$ cat config.mk
export PLATFORM = sky130hd
export DESIGN_NAME = config_loader
export DESIGN_NICKNAME = d
export VERILOG_FILES = /design/src/rtl/config_loader_pkg.sv /design/src/rtl/config_loader_crc16_serial.sv /design/src/rtl/config_loader.sv
export SDC_FILE = /design/constraint.sdc
export NUM_CORES = 1
export LEC_CHECK = 0
export BUFFER_PORTS_ARGS = -buffer_cell sky130_fd_sc_hd__clkbuf_2
export CORE_MARGIN = 4
export CORE_UTILIZATION = 61
export DETAILED_ROUTE_END_ITERATION = 10
export PLACE_DENSITY = 0.92
export SETUP_SLACK_MARGIN = 0.3
export SLEW_MARGIN = 20
export SYNTH_ARGS = -nofsm -noshare
export SYNTH_HDL_FRONTEND = slang
export SYNTH_SLANG_ARGS = --single-unit
$ cat constraint.sdc
create_clock -name prog_clk -period 3.6 [get_ports prog_clk]
set_input_delay 1.08 -clock prog_clk [delete_from_list [all_inputs] [get_ports prog_clk]]
set_output_delay 1.08 -clock prog_clk [all_outputs]
set_load 0.03 [all_outputs]
$ cat src/rtl/config_loader_pkg.sv
`default_nettype none
// ============================================================================
// Module  : config_loader_pkg
// Brief   : Shared state encoding and CRC-16-CCITT constants and step function
//           for the configuration chain loader.
// Revision: 1.0  initial release
// ============================================================================
package config_loader_pkg;

    typedef enum logic [1:0] {
        ST_IDLE  = 2'd0,
        ST_LOAD  = 2'd1,
        ST_CHECK = 2'd2,
        ST_DONE  = 2'd3
    } state_t;

    localparam logic [15:0] c_CRC_POLY = 16'h1021;
    localparam logic [15:0] c_CRC_INIT = 16'hFFFF;

    // One bit of an MSB-first, non-reflected CRC register.
    function automatic logic [15:0] crc16_step(input logic [15:0] c, input logic d);
        logic w_fb;
        w_fb = d ^ c[15];
        return {c[14:0], 1'b0} ^ (w_fb ? c_CRC_POLY : 16'h0000);
    endfunction

endpackage
`default_nettype wire

$ cat src/rtl/config_loader_crc16_serial.sv
`default_nettype none
// ============================================================================
// Module  : crc16_serial
// Brief   : Bit-serial CRC-16-CCITT accumulator; clr re-seeds, en absorbs d.
// Revision: 1.0  initial release
// ============================================================================
module crc16_serial
    import config_loader_pkg::*;
(
    input  logic        clk,
    input  logic        rst,
    input  logic        clr,
    input  logic        en,
    input  logic        d,
    output logic [15:0] crc
);

    logic [15:0] r_crc;

    always_ff @(posedge clk) begin
        if (rst) begin
            r_crc <= c_CRC_INIT;
        end else if (clr) begin
            r_crc <= c_CRC_INIT;
        end else if (en) begin
            r_crc <= crc16_step(r_crc, d);
        end
    end

    assign crc = r_crc;

endmodule
`default_nettype wire

$ cat src/rtl/config_loader.sv
`default_nettype none
// ============================================================================
// Module  : config_loader
// Brief   : Serialises host bytes LSB-first into the configuration scan chain
//           and optionally recirculates it once to verify a readback CRC.
// Revision: 1.0  initial release
// ============================================================================
module config_loader
    import config_loader_pkg::*;
#(
    parameter int CHAIN_LEN = 80,
    parameter bit VERIFY    = 1'b1
) (
    input  logic        prog_clk,
    input  logic        prog_rst,
    input  logic        start,
    input  logic [7:0]  s_data,
    input  logic        s_valid,
    output logic        s_ready,
    output logic        prog_data,
    output logic        prog_en,
    input  logic        prog_ret,
    output logic        busy,
    output logic        done,
    output logic        error,
    output logic [15:0] crc
);

    localparam int              c_CNT_W = $clog2(CHAIN_LEN + 1);
    localparam logic [c_CNT_W-1:0] c_LAST = c_CNT_W'(CHAIN_LEN - 1);

    state_t               r_state;
    state_t               w_next;
    logic [7:0]           r_buf;
    logic                 r_buf_valid;
    logic [2:0]           r_idx;
    logic [c_CNT_W-1:0]   r_count;

    logic                 w_start_acc;
    logic                 w_at_last;
    logic                 w_hs;
    logic                 w_ld_en;
    logic                 w_rb_en;
    logic [15:0]          w_crc_ld;
    logic [15:0]          w_crc_rb;

    assign w_start_acc = start & ((r_state == ST_IDLE) | (r_state == ST_DONE));
    assign w_at_last   = (r_count == c_LAST);
    assign w_hs        = s_valid & s_ready;

    always_comb begin
        w_next    = r_state;
        s_ready   = 1'b0;
        prog_en   = 1'b0;
        prog_data = 1'b0;
        w_ld_en   = 1'b0;
        w_rb_en   = 1'b0;
        case (r_state)
            ST_IDLE, ST_DONE: begin
                if (w_start_acc) w_next = ST_LOAD;
            end
            ST_LOAD: begin
                prog_en   = r_buf_valid;
                prog_data = r_buf[0];
                w_ld_en   = r_buf_valid;
                // Refill during the final bit of a byte so bytes stream gap-free.
                s_ready   = ~r_buf_valid | (r_buf_valid & (r_idx == 3'd7) & ~w_at_last);
                if (r_buf_valid && w_at_last) w_next = VERIFY ? ST_CHECK : ST_DONE;
            end
            ST_CHECK: begin
                prog_en   = 1'b1;
                prog_data = prog_ret;
                w_rb_en   = 1'b1;
                if (w_at_last) w_next = ST_DONE;
            end
            default: w_next = ST_IDLE;
        endcase
    end

    always_ff @(posedge prog_clk) begin
        if (prog_rst) begin
            r_state     <= ST_IDLE;
            r_buf       <= '0;
            r_buf_valid <= 1'b0;
            r_idx       <= '0;
            r_count     <= '0;
        end else begin
            r_state <= w_next;
            if (w_start_acc) begin
                r_count     <= '0;
                r_buf_valid <= 1'b0;
            end else if (r_state == ST_LOAD) begin
                if (r_buf_valid) begin
                    r_buf <= {1'b0, r_buf[7:1]};
                    r_idx <= r_idx + 3'd1;
                    if (w_at_last) begin
                        r_count     <= '0;
                        r_buf_valid <= 1'b0;
                    end else begin
                        r_count <= r_count + c_CNT_W'(1);
                        if (r_idx == 3'd7) r_buf_valid <= 1'b0;
                    end
                end
                if (w_hs) begin
                    r_buf       <= s_data;
                    r_idx       <= '0;
                    r_buf_valid <= 1'b1;
                end
            end else if (r_state == ST_CHECK) begin
                r_count <= w_at_last ? '0 : r_count + c_CNT_W'(1);
            end
        end
    end

    crc16_serial u_crc_ld (
        .clk (prog_clk),
        .rst (prog_rst),
        .clr (w_start_acc),
        .en  (w_ld_en),
        .d   (prog_data),
        .crc (w_crc_ld)
    );

    crc16_serial u_crc_rb (
        .clk (prog_clk),
        .rst (prog_rst),
        .clr (w_start_acc),
        .en  (w_rb_en),
        .d   (prog_ret),
        .crc (w_crc_rb)
    );

    assign busy  = (r_state == ST_LOAD) | (r_state == ST_CHECK);
    assign done  = (r_state == ST_DONE);
    assign error = VERIFY & (r_state == ST_DONE) & (w_crc_rb != w_crc_ld);
    assign crc   = w_crc_ld;

endmodule
`default_nettype wire

==> metrics.txt, run 1 <==
# TYPE chip_impl_metric gauge
chip_impl_metric{name="setup-violations-final",unit=""} 0
chip_impl_metric{name="yosys_register_bits",unit=""} 53
chip_impl_metric{name="syn_std_cell_area",unit="um2"} 2480
chip_impl_metric{name="post-route-util",unit="%"} 72.0
chip_impl_metric{name="place.gp.congestion",unit=""} 0.867
chip_impl_metric{name="hold_viol_final",unit=""} 0
chip_impl_metric{name="dp_hpwl",unit="mm"} 3.66
chip_impl_info{name="critPathKind",value="reg2out"} 1
chip_impl_metric{name="async_reset_ff_share",unit="%"} 0
chip_impl_metric{name="buffer_ports.inserted",unit=""} 34
chip_impl_info{name="cts_root_buffer",value="sky130_fd_sc_hd__clkbuf_8"} 1
chip_impl_info{name="capture_instance_of_the_worst_register_to_register_path",value="r_count[6]$_SDFFE_PP0P_"} 1
chip_impl_metric{name="area_inside_the_core_boundary",unit="um2"} 3800
chip_impl_metric{name="worst-r2r-setup-slack",unit="ns"} 1.47
chip_impl_info{name="worstHoldStart",value="r_buf[7]$_SDFFE_PP0P_"} 1
chip_impl_metric{name="period_share",unit="%"} 79.9
chip_impl_info{name="synthFlopType",value="sky130_fd_sc_hd__dfxtp_1"} 1
chip_impl_metric{name="critical_path_arrival",unit="ns"} 1.80
chip_impl_metric{name="worst_skew_pair.late_latency",unit="ns"} 0.31
chip_impl_metric{name="areaGrowthSynthToFinish",unit="%"} 10.5
chip_impl_metric{name="power.share.switching",unit="%"} 34.9
chip_impl_metric{name="timing.reg2reg.worst_path_depth",unit=""} 5
chip_impl_info{name="outcome",value="completed"} 1
chip_impl_metric{name="power.clock.fraction",unit="%"} 23.2
chip_impl_metric{name="critPathRequiredTime",unit="ns"} 2.52
chip_impl_info{name="regToRegStartpoint",value="r_state[0]$_SDFFE_PP0P_"} 1
chip_impl_info{name="rsz0062_at_grt",value="no"} 1
chip_impl_metric{name="timing.clock.skew",unit="ns"} 0.00944
chip_impl_metric{name="floorplan.io_pins",unit=""} 35
chip_impl_metric{name="drive_above_1_share",unit="%"} 17.0
chip_impl_metric{name="die_width",unit="um"} 71.7
chip_impl_metric{name="clock_tree.htree_level_count",unit=""} 2
chip_impl_metric{name="min_delay_path_depth",unit=""} 2
chip_impl_info{name="min_path_type",value="reg2reg"} 1
chip_impl_metric{name="global_route.usage.total",unit="%"} 20.4
chip_impl_metric{name="power_density",unit="nW/um2"} 514
chip_impl_metric{name="floorplan.rows",unit=""} 22
chip_impl_metric{name="firstDrtPassIters",unit=""} 4
chip_impl_metric{name="leakage",unit="nW"} 1.14
chip_impl_metric{name="final.fill_count",unit=""} 268
chip_impl_metric{name="synth_seq_area_share",unit="%"} 42.8
chip_impl_info{name="worst_setup_ep_type",value="primary output"} 1
chip_impl_metric{name="max-slew-margin-rel",unit="%"} 42.1
chip_impl_metric{name="cts_hold_buf",unit=""} 0
chip_impl_metric{name="post_cts.repair.setup_buffers",unit=""} 0
chip_impl_metric{name="syn_avg_cell_area",unit="um2"} 9.00
chip_impl_info{name="timing.hold.worst_endpoint",value="r_buf[7]$_SDFFE_PP0P_"} 1
chip_impl_metric{name="power.net_switching",unit="W"} 0.000490
chip_impl_metric{name="fin_setup_tns",unit="ns"} 0
chip_impl_metric{name="initial_antenna_violation_count",unit=""} 0
chip_impl_metric{name="seq_power_share",unit="%"} 46.8
chip_impl_metric{name="nNetsFinal",unit=""} 324
chip_impl_metric{name="route.detailed.drc",unit=""} 0
chip_impl_metric{name="internal_power_summed_over_all_cells",unit="W"} 0.000917
chip_impl_metric{name="antenna_cells_inserted",unit=""} 0
chip_impl_metric{name="detailedRoute.firstIterationViolations",unit=""} 126
chip_impl_metric{name="cts-root-to-sink-buffers",unit=""} 2
chip_impl_metric{name="start_util",unit="%"} 65.2
chip_impl_metric{name="route.detailed.wl_per_inst",unit="um"} 14.2
chip_impl_metric{name="floorplan.die_area",unit="um2"} 5140
chip_impl_metric{name="postSynthCellCount",unit=""} 275
chip_impl_metric{name="synth.net_count",unit=""} 294
chip_impl_metric{name="grt_remaining_overflow",unit=""} 0
chip_impl_metric{name="grt_max_degree",unit=""} 20
chip_impl_metric{name="worst_pin_slew",unit="ns"} 0.868
chip_impl_metric{name="grt_first_pass_wirelength",unit="mm"} 8.32
chip_impl_metric{name="power_frac_comb",unit="%"} 30.0
chip_impl_metric{name="routed_wirelength",unit="mm"} 5.01
chip_impl_metric{name="postCtsResizedCells",unit=""} 0
chip_impl_metric{name="cts_sinks",unit=""} 53
chip_impl_metric{name="numCtsBuffers",unit=""} 5
chip_impl_metric{name="drv.max_cap_violation_count",unit=""} 0
chip_impl_info{name="critical_path_source_type",value="register"} 1
chip_impl_info{name="tritoncts",value="done"} 1
chip_impl_metric{name="ir_drop",unit="V"} 0.000370
chip_impl_metric{name="worst-path-max-fanout",unit=""} 10
chip_impl_metric{name="dr_total_vias",unit=""} 1975
chip_impl_metric{name="route.antenna.remaining_nets",unit=""} 0
chip_impl_metric{name="fmax",unit="MHz"} 348
chip_impl_metric{name="synth.yosys.warnings",unit=""} 0
chip_impl_metric{name="viasPerCell",unit=""} 5.58
chip_impl_metric{name="die_y",unit="um"} 71.7
chip_impl_metric{name="synth-edff-count",unit=""} 0
chip_impl_metric{name="yosysUniqueCellTypes",unit=""} 41
chip_impl_metric{name="max_transition_viols_final",unit=""} 0
chip_impl_metric{name="cts.clk_slew.worst_paths",unit="ns"} 0.09
chip_impl_metric{name="first_global_vias",unit=""} 1762
chip_impl_metric{name="period_needed",unit="ns"} 2.88
[worst max path at each step]
stage	end	slack (ns)	from	cells after the start
6_report	prog_data	0.72	r_state[0]$_SDFFE_PP0P_	5
3_3_place_gp	prog_data	0.79	prog_ret	4
4_1_cts	prog_data	0.74	r_state[0]$_SDFFE_PP0P_	5
3_5_place_dp	prog_data	0.78	prog_ret	4
5_1_grt	prog_data	0.60	r_state[0]$_SDFFE_PP0P_	5
2_1_floorplan	s_ready	0.86	r_count[0]$_SDFFE_PP0P_	5
[sequential cells by signal (all words and copies together) (netlist names)]
signal and flops:
u_crc_ld.crc 16, u_crc_rb.crc 16, r_buf 8, r_count 7
r_idx 3, r_state 2, r_buf_valid 1
[layout make-up]
| type | count | area [um2] | share of cell area, % |
|---|---|---|---|
| multi-input cells | 201 | 1310 | 47.9 |
| flip-flops and latches | 53 | 1060 | 38.8 |
| repair buffers | 37 | 193 | 7.04 |
| clock buffers | 7 | 76.3 | 2.79 |
| well taps | 48 | 60.1 | 2.20 |
| inverters | 7 | 26.3 | 0.961 |
| clock inverters | 1 | 7.51 | 0.274 |
[power by group through the flow]
| stage | combinational (W) | clock [W] | sequential (W) |
|---|---|---|---|
| after global placement | 0.000410 | 0 | 0.000669 |
| after floorplan | 0.000332 | 0 | 0.000678 |
| after CTS | 0.000422 | 0.000329 | 0.000658 |
| final | 0.000423 | 0.000326 | 0.000659 |
| after detailed placement | 0.000419 | 0 | 0.000672 |
| after global routing | 0.000459 | 0.000351 | 0.000664 |
[worst max-delay path, stage by stage, from the launching register on]
cell	delay, ns
sky130_fd_sc_hd__dfxtp_1	0.34
sky130_fd_sc_hd__inv_1	0.09
sky130_fd_sc_hd__ha_1	0.43
sky130_fd_sc_hd__a22oi_1	0.15
sky130_fd_sc_hd__nor2_2	0.23
sky130_fd_sc_hd__clkbuf_2	0.25
[logic make-up after synthesis]
| kind of cell | after synthesis | share of synthesized area [%] |
|---|---|---|
| and+or+nand+nor | 101 | 19.4 |
| DFF | 53 | 42.9 |
| AOI/OAI and AO/OA | 46 | 11.0 |
| xor gates and xnor gates | 27 | 10.7 |
| buffers and inverters | 21 | 4.35 |
| muxes | 21 | 8.69 |
| adders and majority gates | 6 | 3.03 |
[per-stage QoR]
stage | power, W | worst slack, ns | instances | area, um2 | hold slack, ns
3_5_place_dp | 0.00109 | 0.781 | 346 | 2650 | 0.455
3_3_place_gp | 0.00108 | 0.794 | 346 | 2650 | 0.440
5_1_grt | 0.00147 | 0.599 | 354 | 2740 | 0.478
2_1_floorplan | 0.00101 | 0.856 | 275 | 2480 | 0.425
6_report | 0.00141 | 0.723 | 354 | 2740 | 0.465
4_1_cts | 0.00141 | 0.741 | 354 | 2740 | 0.467
[cells in the mapped netlist, drive strengths merged, types with 2 or more instances]
cell type	instances	share of area, %
dfxtp	53	43
xor2	4	1.4
buf	9	2.5
and3	2	0.51
clkbuf	5	0.76
inv	7	1.1
nand4	6	1.5
and2	2	0.56
nor2	11	1.8
nand2	56	8.6
a21boi	2	0.61
or3	2	0.51
xnor2	21	7.4
xnor3	2	1.8
nand3b	3	0.91
nand3	15	3.5
a211oi	2	0.81
mux2i	20	8.1
o21ai	15	3.0
a21oi	19	3.8
ha	6	3.0
[layout by cell type (no fill, tap or decap), types with 5 or more instances in the layout]
master	n
sky130_fd_sc_hd__nand3_1	14
sky130_fd_sc_hd__nand4_1	6
sky130_fd_sc_hd__clkbuf_2	34
sky130_fd_sc_hd__ha_1	6
sky130_fd_sc_hd__clkbuf_8	5
sky130_fd_sc_hd__mux2i_1	20
sky130_fd_sc_hd__o21ai_0	15
sky130_fd_sc_hd__a21oi_1	18
sky130_fd_sc_hd__nand2_1	55
sky130_fd_sc_hd__nor2_1	10
sky130_fd_sc_hd__xnor2_1	21
sky130_fd_sc_hd__dfxtp_1	53
sky130_fd_sc_hd__inv_1	7
[routing by layer]
metal / GRT usage, % / part of all wire, % / vias to the layer above
met5: 0 / 0 / -
met4: 5.22 / 0.92 / 0
met3: 5.75 / 5.9 / 6
met2: 34.2 / 50 / 54
met1: 25.7 / 44 / 916
li1: - / - / 999
Note: power is estimated with default switching activity, not from simulation.
==> inputs of run 2 (changes only) <==
- CORE_UTILIZATION: 61 -> 51
- PLACE_DENSITY: 0.92 -> 0.83
- clock period: 3.6 -> 2.6 ns (I/O delays scaled with it)
==> run 2 against run 1 <==
  * Sequential share of layout area decreased by 1.9 points
  * Critical path depth decreased by 1
  * Global-route usage decreased by 1.2 points
  * Sequential power increased by 40%
  * Non-clock buffer count increased by 11
  * Core utilization decreased by 7.9 points
  * Hold slack got worse by 0.0071 ns
  * Power increased by 44%
  * First-iteration DRC count increased by 30%
==> metrics.txt, run 2 (synthesis results as in run 1) <==
# TYPE chip_impl_metric gauge
chip_impl_metric{name="detailedRoute.firstIterationViolations",unit=""} 164
chip_impl_metric{name="area_inside_the_core_boundary",unit="um2"} 4720
chip_impl_metric{name="route.met2.wl",unit="mm"} 2.76
chip_impl_metric{name="period_share",unit="%"} 90.0
chip_impl_metric{name="detail_route.wirelength.met1",unit="mm"} 2.48
chip_impl_metric{name="hold_viol_final",unit=""} 0
chip_impl_metric{name="initial_antenna_violation_count",unit=""} 0
chip_impl_metric{name="buffer_ports.inserted",unit=""} 34
chip_impl_metric{name="die_y",unit="um"} 77.7
chip_impl_metric{name="die_width",unit="um"} 77.7
chip_impl_metric{name="leakage",unit="nW"} 1.24
chip_impl_info{name="min_path_type",value="reg2reg"} 1
chip_impl_metric{name="detailroute.wirelength.met3",unit="um"} 291
chip_impl_info{name="final_cell_mix",value="sky130_fd_sc_hd__nand2_1, sky130_fd_sc_hd__clkbuf_2, sky130_fd_sc_hd__dfxtp_2"} 1
chip_impl_metric{name="post-route-util",unit="%"} 64.1
chip_impl_metric{name="ir_drop",unit="V"} 0.000442
chip_impl_metric{name="viasPerCell",unit=""} 5.36
chip_impl_metric{name="clock_tree.htree_level_count",unit=""} 2
chip_impl_metric{name="max-slew-margin-rel",unit="%"} 57.1
chip_impl_metric{name="max_transition_viols_final",unit=""} 0
chip_impl_metric{name="fmax",unit="MHz"} 427
chip_impl_info{name="tritoncts",value="done"} 1
chip_impl_metric{name="grt_first_pass_wirelength",unit="mm"} 9.41
chip_impl_metric{name="fin_setup_tns",unit="ns"} 0
chip_impl_info{name="mostFrequentLayoutCell",value="sky130_fd_sc_hd__nand2_1"} 1
chip_impl_metric{name="areaGrowthSynthToFinish",unit="%"} 22.3
chip_impl_metric{name="dr_total_vias",unit=""} 2059
chip_impl_metric{name="floorplan.rows",unit=""} 25
chip_impl_metric{name="critical_path_arrival",unit="ns"} 1.56
chip_impl_metric{name="numCtsBuffers",unit=""} 5
chip_impl_metric{name="cts_hold_buf",unit=""} 0
chip_impl_metric{name="routed_wirelength",unit="mm"} 5.63
chip_impl_info{name="top_layer",value="met4"} 1
chip_impl_metric{name="route.detailed.wl_per_inst",unit="um"} 14.7
chip_impl_metric{name="timing.final.ws_setup",unit="ns"} 0.260
chip_impl_metric{name="setup-violations-final",unit=""} 0
chip_impl_metric{name="dp_hpwl",unit="mm"} 3.75
chip_impl_metric{name="drive_above_1_share",unit="%"} 35.0
chip_impl_metric{name="power_density",unit="nW/um2"} 671
chip_impl_metric{name="worst_skew_pair.late_latency",unit="ns"} 0.31
chip_impl_metric{name="timing.clock.skew",unit="ns"} 0.00363
chip_impl_metric{name="global_route.usage.total",unit="%"} 19.2
chip_impl_info{name="cts_root_buffer",value="sky130_fd_sc_hd__clkbuf_8"} 1
chip_impl_metric{name="drv.max_cap_violation_count",unit=""} 0
chip_impl_metric{name="floorplan.io_pins",unit=""} 35
chip_impl_metric{name="route.antenna.remaining_nets",unit=""} 0
chip_impl_info{name="worst_setup_ep_type",value="primary output"} 1
chip_impl_metric{name="worst-path-max-fanout",unit=""} 2
chip_impl_info{name="outcome",value="completed"} 1
chip_impl_metric{name="nNetsFinal",unit=""} 335
chip_impl_metric{name="first_global_vias",unit=""} 1992
chip_impl_metric{name="grt_remaining_overflow",unit=""} 0
chip_impl_info{name="critPathKind",value="reg2out"} 1
chip_impl_metric{name="route.detailed.drc",unit=""} 0
chip_impl_metric{name="place.gp.congestion",unit=""} 0.816
chip_impl_metric{name="grt_max_degree",unit=""} 31
chip_impl_metric{name="worst_pin_slew",unit="ns"} 0.637
chip_impl_metric{name="critPathRequiredTime",unit="ns"} 1.82
chip_impl_metric{name="period_needed",unit="ns"} 2.34
chip_impl_info{name="rsz0062_at_grt",value="yes"} 1
chip_impl_metric{name="antenna_cells_inserted",unit=""} 0
chip_impl_metric{name="cts-root-to-sink-buffers",unit=""} 2
chip_impl_info{name="critical_path_source_type",value="register"} 1
chip_impl_metric{name="cts_sinks",unit=""} 53
chip_impl_metric{name="firstDrtPassIters",unit=""} 5
chip_impl_metric{name="floorplan.die_area",unit="um2"} 6030
chip_impl_metric{name="start_util",unit="%"} 52.4
chip_impl_metric{name="dp_worst_setup_slack",unit="ns"} 0.386
chip_impl_metric{name="cts.clk_slew.worst_paths",unit="ns"} 0.09
[run 2: cell count changes in the layout (fill, tap and decap cells not counted), sizes merged]
cell | previous run | this run
buf | 3 | 15
clkbuf | 41 | 40
[run 2: metrics by stage]
step,hold slack [ns],instance area (um2),cells,power (W)
floorplan,0.425,2480,275,0.00140
global placement,0.444,2700,368,0.00152
detailed placement,0.452,2700,368,0.00153
CTS,0.465,2940,379,0.00201
global route,0.492,3030,384,0.00214
finish,0.457,3030,384,0.00203
[run 2: cell type report]
class | instances | area (um2)
multi-input cells | 201 | 1420
fillers | 371 | 1700
well taps | 67 | 83.8
clock buffers | 7 | 76.3
clock inverters | 1 | 7.51
repair buffers | 48 | 298
inverters | 7 | 26.3
flip-flops and latches | 53 | 1120
[run 2: routing by layer]
layer  vias up  global-route usage [%]
met5         -                       0
met4         0                    8.36
met3         9                    4.29
met2        67                    30.3
met1       965                    25.0
li1       1018                       -
[run 2: final timing paths]
path                                                   start                 endpoint  slack [ns]  cells past startpoint
worst min register to register         r_idx[2]$_SDFFE_PP0P_    r_idx[2]$_SDFFE_PP0P_        0.46                      2
worst max register to register       r_state[1]$_SDFFE_PP0P_  r_count[0]$_SDFFE_PP0P_        0.73                      7
worst max-delay path            u_crc_ld.crc[4]$_SDFFE_PP1P_                    error        0.26                      4
worst min-delay path                   r_idx[2]$_SDFFE_PP0P_    r_idx[2]$_SDFFE_PP0P_        0.46                      2
[run 2: where the power goes]
group | total, W | internal (W) | switching, W
Combinational | 0.000657 | 0.000259 | 0.000397
Clock | 0.000453 | 0.000191 | 0.000262
Sequential | 0.000921 | 0.000866 | 0.0000549
[run 2: repair_timing]
item	4_1_cts	5_1_grt
endpoints found under the setup margin	4	5
pin swaps	9	5
hold endpoints to repair	0	0
gates resized for setup	46	19
setup buffers	3	5
cloned	0	0
[run 2: worst max-delay path, cell delays in order (launching register included)]
cell	delay, ns
sky130_fd_sc_hd__dfxtp_4	0.37
sky130_fd_sc_hd__xnor2_2	0.16
sky130_fd_sc_hd__nand4_1	0.10
sky130_fd_sc_hd__o41a_1	0.45
sky130_fd_sc_hd__clkbuf_8	0.17
==> inputs of run 3 (changes only) <==
- CORE_UTILIZATION: 51 -> 40
- PLACE_DENSITY: 0.83 -> 0.69
==> run 3 against run 2 <==
  * Clock-buffer cell count shrank 1
  * Non-clock buffer count grew 1
  * Combinational power grew 3%
  * Fmax grew 0.62%
  * Sequential power is essentially flat
  * Highest routed layer unchanged
  * Flip-flop and latch count is the same
  * Hold slack gained 0.0064 ns
==> metrics.txt, run 3 (synthesis results as in run 1) <==
# TYPE chip_impl_metric gauge
chip_impl_info{name="critPathKind",value="reg2out"} 1
chip_impl_metric{name="worst-r2r-setup-slack",unit="ns"} 0.82
chip_impl_metric{name="route.detailed.wl_per_inst",unit="um"} 14.3
chip_impl_metric{name="floorplan.rows",unit=""} 28
chip_impl_info{name="worst_setup_path_startpoint",value="u_crc_ld.crc[8]$_SDFFE_PP1P_"} 1
chip_impl_metric{name="placed_cells_incl_taps",unit=""} 376
chip_impl_metric{name="max_transition_viols_final",unit=""} 0
chip_impl_metric{name="area_inside_the_core_boundary",unit="um2"} 5960
chip_impl_metric{name="die_y",unit="um"} 86.7
chip_impl_metric{name="route.detailed.drc",unit=""} 0
chip_impl_metric{name="cts-root-to-sink-buffers",unit=""} 2
chip_impl_metric{name="worst_skew_pair.late_latency",unit="ns"} 0.31
chip_impl_metric{name="worst-path-max-fanout",unit=""} 2
chip_impl_metric{name="first_global_vias",unit=""} 1939
chip_impl_metric{name="firstDrtPassIters",unit=""} 4
chip_impl_info{name="critical_path_source_type",value="register"} 1
chip_impl_metric{name="timing.final.ws_setup",unit="ns"} 0.275
chip_impl_metric{name="start_util",unit="%"} 41.6
chip_impl_metric{name="period_share",unit="%"} 89.4
chip_impl_metric{name="final.fill_count",unit=""} 567
chip_impl_metric{name="route.antenna.remaining_nets",unit=""} 0
chip_impl_metric{name="global_route.usage.total",unit="%"} 15.3
chip_impl_metric{name="timing.reg2reg.worst_path_depth",unit=""} 7
chip_impl_info{name="cts_root_buffer",value="sky130_fd_sc_hd__clkbuf_8"} 1
chip_impl_metric{name="timing.critical_path.slowest_cell_delay",unit="ns"} 0.45
chip_impl_metric{name="nNetsFinal",unit=""} 336
chip_impl_metric{name="buffer_ports.inserted",unit=""} 34
chip_impl_metric{name="grt_first_pass_wirelength",unit="mm"} 9.19
chip_impl_metric{name="place.gp.congestion",unit=""} 0.823
chip_impl_metric{name="fin_setup_tns",unit="ns"} 0
chip_impl_metric{name="worst_pin_slew",unit="ns"} 0.560
chip_impl_metric{name="cts.clk_slew.worst_paths",unit="ns"} 0.09
chip_impl_metric{name="clock_tree.htree_level_count",unit=""} 2
chip_impl_metric{name="ir_drop",unit="V"} 0.000326
chip_impl_metric{name="timing.critical_path.depth",unit=""} 4
chip_impl_metric{name="antenna_cells_inserted",unit=""} 0
chip_impl_metric{name="grt_max_degree",unit=""} 31
chip_impl_metric{name="period_needed",unit="ns"} 2.33
chip_impl_info{name="worst_path_dominant_cell_family",value="compound AO/OA/AOI/OAI gates"} 1
chip_impl_metric{name="die_width",unit="um"} 86.7
chip_impl_info{name="tritoncts",value="done"} 1
chip_impl_metric{name="timing.clock.skew",unit="ns"} 0.00858
chip_impl_metric{name="drive_above_1_share",unit="%"} 34.3
chip_impl_metric{name="max-slew-margin-rel",unit="%"} 62.3
chip_impl_metric{name="critical_path_arrival",unit="ns"} 1.55
chip_impl_metric{name="hold_viol_final",unit=""} 0
chip_impl_metric{name="setup-violations-final",unit=""} 0
chip_impl_metric{name="dr_total_vias",unit=""} 2018
chip_impl_metric{name="dp_hpwl",unit="mm"} 3.81
chip_impl_info{name="path_cells",value="xnor2_2 > nand4_1 > o41a_1 > clkbuf_8"} 1
chip_impl_metric{name="leakage",unit="nW"} 1.26
chip_impl_metric{name="critPathRequiredTime",unit="ns"} 1.82
chip_impl_metric{name="cts_sinks",unit=""} 53
chip_impl_info{name="critical_path.endpoint",value="error"} 1
chip_impl_metric{name="floorplan.die_area",unit="um2"} 7510
chip_impl_metric{name="initial_antenna_violation_count",unit=""} 0
chip_impl_metric{name="detailedRoute.firstIterationViolations",unit=""} 164
chip_impl_info{name="rsz0062_at_grt",value="yes"} 1
chip_impl_metric{name="fmax",unit="MHz"} 430
chip_impl_metric{name="cp.buffers_inverters",unit=""} 1
chip_impl_metric{name="areaGrowthSynthToFinish",unit="%"} 23.0
chip_impl_metric{name="drv.max_cap_violation_count",unit=""} 0
chip_impl_metric{name="holdWs",unit="ns"} 0.464
chip_impl_metric{name="floorplan.io_pins",unit=""} 35
chip_impl_info{name="regToRegStartpoint",value="r_state[1]$_SDFFE_PP0P_"} 1
chip_impl_metric{name="viasPerCell",unit=""} 5.13
chip_impl_info{name="capture_instance_of_the_worst_register_to_register_path",value="r_count[5]$_SDFFE_PP0P_"} 1
chip_impl_info{name="min_path_type",value="reg2reg"} 1
chip_impl_info{name="final_cell_mix",value="sky130_fd_sc_hd__nand2_1, sky130_fd_sc_hd__clkbuf_2, sky130_fd_sc_hd__dfxtp_2"} 1
chip_impl_metric{name="dp_worst_setup_slack",unit="ns"} 0.391
chip_impl_metric{name="instances_no_fill",unit=""} 393
chip_impl_metric{name="numCtsBuffers",unit=""} 5
chip_impl_metric{name="routed_wirelength",unit="mm"} 5.61
chip_impl_metric{name="detailed_place.area",unit="um2"} 2710
chip_impl_metric{name="power_density",unit="nW/um2"} 673
chip_impl_info{name="worst_setup_ep_type",value="primary output"} 1
chip_impl_metric{name="grt_remaining_overflow",unit=""} 0
chip_impl_info{name="crit_path_top_delay_cell",value="sky130_fd_sc_hd__o41a_1"} 1
chip_impl_metric{name="layout.cell_area.non_filler",unit="um2"} 3050
chip_impl_info{name="mostFrequentLayoutCell",value="sky130_fd_sc_hd__nand2_1"} 1
chip_impl_info{name="outcome",value="completed"} 1
run 3: cell count changes in the layout (fill, tap and decap cells not counted), sizes merged:
cell,before,now
clkinvlp,1,0
clkbuf,40,39
buf,15,16
clkinv,0,2
run 3: layout make-up:
type / count / area (um2) / share of cell area [%]
Tap cell: 75 / 93.8 / 3.08
Sequential cell: 53 / 1110 / 36.3
Multi-Input combinational cell: 201 / 1430 / 46.9
Clock buffer: 6 / 72.6 / 2.38
Timing Repair Buffer: 49 / 309 / 10.1
Inverter: 7 / 26.3 / 0.862
Clock inverter: 2 / 10.0 / 0.329
run 3: tightest hold or removal path, cell delays in order, from the launching register on:
cell and delay [ns]:
sky130_fd_sc_hd__dfxtp_1 0.32, sky130_fd_sc_hd__nand2_1 0.05, sky130_fd_sc_hd__a21oi_1 0.05
run 3: report_power, final:
part           total, W  internal (W)  switching [W]
registers      0.000922      0.000868      0.0000544
clock network  0.000454      0.000187       0.000266
logic          0.000675      0.000273       0.000402
total           0.00205       0.00133       0.000723
run 3: through the flow:
step / power, W / utilization, %
after global routing: 0.00215 / 51.2
after floorplan: 0.00140 / -
final: 0.00205 / 51.2
after global placement: 0.00152 / 45.5
after CTS: 0.00202 / 49.7
after detailed placement: 0.00153 / 45.5
run 3: repair_timing:
action | in CTS | in global routing
gates resized for setup | 50 | 10
endpoints found under the setup margin | 4 | 5
buffers inserted | 3 | 6
pin swaps | 10 | 3
hold buffers | 0 | 0
hold endpoints to repair | 0 | 0
run 3: layer usage:
metal	wire length, um	global-route usage [%]
met1	2610	19.8
met2	2650	25.1
met3	186	2.95
met4	163	6.23
met5	0	0
run 3: worst min path at each step:
stage,endpoint,start,depth (start not counted)
3_5_place_dp,r_buf[7]$_SDFFE_PP0P_,r_buf[7]$_SDFFE_PP0P_,2
5_1_grt,r_buf[7]$_SDFFE_PP0P_,r_buf[7]$_SDFFE_PP0P_,2
3_3_place_gp,r_buf[7]$_SDFFE_PP0P_,r_buf[7]$_SDFFE_PP0P_,2
2_1_floorplan,r_buf[7]$_SDFFE_PP0P_,r_buf[7]$_SDFFE_PP0P_,2
6_report,r_buf[7]$_SDFFE_PP0P_,r_buf[7]$_SDFFE_PP0P_,2
4_1_cts,r_buf[7]$_SDFFE_PP0P_,r_buf[7]$_SDFFE_PP0P_,2
